--- src/rtl/iq_decimator.sv ---
// Per-lane accumulate-and-dump decimator for an interleaved I/Q stream (8 lanes = 4 ch x I/Q).
// Define IQ_DECIMATOR_ROUND_EN to round half up before the shift instead of flooring.
module iq_decimator #(
  parameter int unsigned LOG2_DECIM = 4,
  parameter int unsigned DATA_W     = 24
) (
  input  logic                     s_axis_aclk,
  input  logic                     s_axis_areset,
  input  logic                     clear,
  input  logic signed [DATA_W-1:0] s_axis_tdata,
  input  logic                     s_axis_tvalid,
  output logic                     s_axis_tready,
  input  logic [2:0]               s_axis_tuser,
  output logic signed [DATA_W-1:0] m_axis_tdata,
  output logic                     m_axis_tvalid,
  input  logic                     m_axis_tready,
  output logic [2:0]               m_axis_tuser
);

  localparam int unsigned AccW = DATA_W + LOG2_DECIM;
  localparam logic [LOG2_DECIM-1:0] CntLast = '1;
  localparam logic [LOG2_DECIM-1:0] CntOne  = LOG2_DECIM'(1);

  logic signed [AccW-1:0]   acc_q [8];
  logic signed [AccW-1:0]   acc_d [8];
  logic [LOG2_DECIM-1:0]    cnt_q [8];
  logic [LOG2_DECIM-1:0]    cnt_d [8];

  logic                     m_valid_q, m_valid_d;
  logic signed [DATA_W-1:0] m_data_q, m_data_d;
  logic [2:0]               m_user_q, m_user_d;

  logic                     accept;
  logic                     dump;
  logic signed [AccW-1:0]   samp_ext;
  logic signed [AccW-1:0]   acc_sum;
  logic signed [DATA_W-1:0] dump_val;

  assign s_axis_tready = !m_valid_q || m_axis_tready;
  assign accept        = s_axis_tvalid && s_axis_tready;
  // clear restarts the window, so the addressed sample can never complete one
  assign dump          = accept && !clear && (cnt_q[s_axis_tuser] == CntLast);

  assign samp_ext = {{LOG2_DECIM{s_axis_tdata[DATA_W-1]}}, s_axis_tdata};
  assign acc_sum  = acc_q[s_axis_tuser] + samp_ext;

`ifdef IQ_DECIMATOR_ROUND_EN
  localparam logic signed [AccW-1:0] RndOfs = AccW'(2 ** (LOG2_DECIM - 1));
  logic signed [AccW-1:0] rnd_sum;
  assign rnd_sum  = acc_sum + RndOfs;
  assign dump_val = rnd_sum[AccW-1:LOG2_DECIM];
`else
  // Upper DATA_W bits of the sum are the floor-shifted mean
  assign dump_val = acc_sum[AccW-1:LOG2_DECIM];
`endif

  always_comb begin
    acc_d = acc_q;
    cnt_d = cnt_q;
    if (clear) begin
      for (int i = 0; i < 8; i++) begin
        acc_d[i] = '0;
        cnt_d[i] = '0;
      end
    end
    if (accept) begin
      if (clear) begin
        acc_d[s_axis_tuser] = samp_ext;
        cnt_d[s_axis_tuser] = CntOne;
      end else if (dump) begin
        acc_d[s_axis_tuser] = '0;
        cnt_d[s_axis_tuser] = '0;
      end else begin
        acc_d[s_axis_tuser] = acc_sum;
        cnt_d[s_axis_tuser] = cnt_q[s_axis_tuser] + CntOne;
      end
    end
  end

  always_comb begin
    m_valid_d = m_valid_q;
    m_data_d  = m_data_q;
    m_user_d  = m_user_q;
    if (m_valid_q && m_axis_tready) begin
      m_valid_d = 1'b0;
    end
    if (dump) begin
      m_valid_d = 1'b1;
      m_data_d  = dump_val;
      m_user_d  = s_axis_tuser;
    end
  end

  always_ff @(posedge s_axis_aclk) begin
    if (s_axis_areset) begin
      for (int i = 0; i < 8; i++) begin
        acc_q[i] <= '0;
        cnt_q[i] <= '0;
      end
      m_valid_q <= 1'b0;
      m_data_q  <= '0;
      m_user_q  <= '0;
    end else begin
      acc_q     <= acc_d;
      cnt_q     <= cnt_d;
      m_valid_q <= m_valid_d;
      m_data_q  <= m_data_d;
      m_user_q  <= m_user_d;
    end
  end

  assign m_axis_tvalid = m_valid_q;
  assign m_axis_tdata  = m_data_q;
  assign m_axis_tuser  = m_user_q;

endmodule

--- config.mk ---
export PLATFORM = sky130hd
export DESIGN_NAME = iq_decimator
export DESIGN_NICKNAME = d
export VERILOG_FILES = /design/src/rtl/iq_decimator.sv
export SDC_FILE = /design/constraint.sdc
export NUM_CORES = 1
export LEC_CHECK = 0
export ABC_AREA = 1
export CAP_MARGIN = 5
export CORE_UTILIZATION = 25
export CTS_BUF_LIST = sky130_fd_sc_hd__clkbuf_16
export DETAILED_ROUTE_END_ITERATION = 8
export SLEW_MARGIN = 0
export SYNTH_ARGS = -nofsm -noshare
export SYNTH_HDL_FRONTEND = slang
export SYNTH_SLANG_ARGS = --single-unit
--- constraint.sdc ---
create_clock -name s_axis_aclk -period 4.45 [get_ports s_axis_aclk]
set_input_delay 0.89 -clock s_axis_aclk [delete_from_list [all_inputs] [get_ports s_axis_aclk]]
set_output_delay 0.89 -clock s_axis_aclk [all_outputs]
set_load 0.1 [all_outputs]
==> impl_metrics.csv <==
group,metric,value,unit
cts,cts_root_buffer,"clkbuf_16",
yosys,mappedNetlistArea,18100,um^2
cts,cts_tree,"built",
yosys,yosysSeqAreaShare,0.314,
routing,met3_length,7180,um
global_routing,grt_max_degree,187,
power_and_ir_drop,power,6.40,mW
worst_setup_path,endpoint_kind,"flop",
yosys,synth_area_leaders,"dfxtp_1 31%, nand2_1 24%, a21oi_1 7.9%",
cts,numCtsBuffers,34,
placement,place.gp.congestion,0.948,
routing,drcViolationCount,0,
finish,diodes,0,
floorplanning,start_util,0.253,
timing,fmax,234,MHz
finish,drive_above_1_share,0.123,
cts,clockBufferDepth,3,
timing,holdWs,0.500,ns
routing,top_layer_used,"met4",
placement,placed_cell_area,21400,um^2
power_and_ir_drop,power_density,282,nW/um^2
power_and_ir_drop,leakage,9.48,nW
global_routing,antenna_found_initial,0,
worst_setup_path,cp.required,4.90,ns
power_and_ir_drop,ir_drop,0.294,mV
timing,period_share,0.962,
yosys,synthDominantCellAreaShare,0.314,
timing,setup_viol,0,
cts,clk_latency,0.54,ns
yosys,netlist_instances,2913,
routing,met1Wirelength,32300,um
routing,ant_nets,0,
floorplanning,rows,98,
cts,path_clk_slew,0.06,ns
routing,first_pass_iters,6,
routing,routed-via-count,21400,
timing,tightest_slew,1.17,ns
worst_hold_path,hold_class,"flop to flop",
routing,avgViaCountPerCell,5.31,
yosys,synth_nets,2974,
worst_setup_path,crit_type,"input port to flop",
global_routing,grt_pass1_wl,119000,um
worst_setup_path,crit_path_start_kind,"input port",
cts,hold_buffers,0,
worst_setup_path,worstPathArrival,4.74,ns
timing,hold_viol,0,
global_routing,grt_overflow_total,0,
yosys,synth-edff-count,0,
run_status,status,"finished, final reports clean",
timing,finalSetupTns,0,ns
job,maxCapViolations,0,
timing,maxSlewViolCount,0,
floorplanning,dieArea,73500,um^2
floorplanning,die_h,271,um
finish,area.growth.synth_to_final,25.2,%
yosys,ys.flop_type,"dfxtp_1",
timing,relSlewSlack,0.217,
finish,nets,3118,
cts,numClockSinks,284,
yosys,avgSynthCellArea,6.22,um^2
floorplanning,num_io_pins,61,
finish,fin_util,0.317,
global_routing,grt.total_usage,0.204,
routing,drt-total-wl,78600,um
global_routing,grt_pass1_vias,19400,
yosys,async_reset_ff_frac,0,
timing,finClkSkew,0.0150,ns
cts,cts.htree.levels,2,
yosys,yosysUniqueCellTypes,39,
floorplanning,coreArea,71600,um^2
yosys,yosysTopAreaCell,"dfxtp_1",
routing,wl_met2,35800,um
placement,hpwl,49900,um
placement,port_buffers,60,
worst_setup_path,crit_fanout,8,
routing,drt_iter0_drc,2501,
routing,drt-wirelength-per-cell,19.5,um
timing,finalCriticalPeriod,4.28,ns
finish,fin_area,22700,um^2
floorplanning,die_x,271,um
yosys,synth-seq-cells,284,
yosys,yosys_warnings,0,
flip-flops by register name (all words and copies together) (netlist names):
signal and cells:
m_axis_tuser 3, m_axis_tdata 24, m_axis_tvalid 1, cnt_q 32, acc_q 224
final timing paths:
path,endpoint,from,depth (start not counted),slack (ns)
min reg2reg,cnt_q[21]$_SDFF_PP0_,cnt_q[21]$_SDFF_PP0_,2,0.50
max reg2reg,acc_q[126]$_SDFF_PP0_,acc_q[84]$_SDFF_PP0_,18,1.23
max,acc_q[126]$_SDFF_PP0_,s_axis_tuser[2],24,0.17
min,cnt_q[21]$_SDFF_PP0_,cnt_q[21]$_SDFF_PP0_,2,0.50
through the flow:
stage,setup slack [ns],instances
floorplan,0.356,2913
global placement,-0.616,3962
detailed placement,-0.640,3962
CTS,0.0367,4017
global route,-0.0363,4026
finish,0.168,4026
logic make-up (layout without fill, tap and decap cells):
group,count (synthesis),count (layout),share of synthesized area
adder cells (fa/ha/maj),29,29,0.0205
AO/OA/AOI/OAI,709,709,0.249
AND/OR/NAND/NOR,1443,1443,0.314
flip-flops,284,284,0.314
buffers and inverters,433,596,0.0950
XOR/XNOR,15,15,0.00726
layout make-up:
cell class	count	area, um^2
Tap cell	950	1190
Fill cell	7896	48900
Clock buffer	37	926
Clock inverter	18	101
Inverter	212	803
Multi-Input combinational cell	2196	11000
Sequential cell	284	5690
Timing Repair Buffer	329	2980
where the power goes:
group	total, mW	switching [mW]	leakage (nW)	internal [mW]
logic	1.08	0.736	6.66	0.347
registers	2.61	0.0280	2.29	2.58
clock network	2.71	1.17	0.518	1.54
total	6.40	1.93	9.48	4.47
cells in the final DEF (no fill, tap or decap), types with 10 or more instances in the layout:
cell             count
a21oi_1            282
a221oi_1            21
a22oi_1             22
a31oi_1             43
a32oi_1            161
buf_12              29
buf_4              238
clkbuf_16           37
clkdlybuf4s50_1     56
clkinv_1            11
dfxtp_1            284
ha_1                24
inv_1              208
nand2_1           1168
nand2_2             10
nand3_1            123
nand4_1             20
nor2_1              84
nor2_2              12
nor2_4              12
o2111ai_1           18
o21ai_0             90
o21ai_1             24
o22ai_1             22
xor2_1              14
worst max-delay path, stage by stage:
cell and delay [ns]:
clkdlybuf4s50_1 0.43, buf_4 0.18, inv_2 0.09, nor2_1 0.08
nand2_2 0.18, clkinv_1 0.13, buf_12 0.16, buf_4 0.14
a22oi_2 0.18, o2111ai_2 0.16, buf_4 0.20, ha_1 0.32
nand2_1 0.16, nor2_1 0.13, buf_4 0.14, and2_1 0.16
nand2_1 0.06, nand2_1 0.15, xor2_2 0.22, buf_2 0.23
nand2_1 0.07, nand2_1 0.07, nand2_1 0.05, a21oi_1 0.15
metal layers:
metal  global-route usage  vias up
met4               0.0889        0
met2                0.331     1168
met5                    0        -
li1                     -    10100
met3               0.0262      198
met1                0.271     9891
repair_timing:
item | CTS | global route
resized for setup | 3 | 39
cloned | 0 | 1
setup endpoints to repair | 8 | 103
setup buffers | 0 | 8
pin swaps | 1 | 9
Yosys cell counts, types with 28 or more instances:
master,instances
nand2_1,1178
a21oi_1,285
dfxtp_1,284
inv_1,206
clkbuf_1,170
a32oi_1,161
nand3_1,126
nor2_1,101
o21ai_0,90
a31oi_1,43
buf_2,31
ha_1,28
Power figures use the tool's default switching activity.
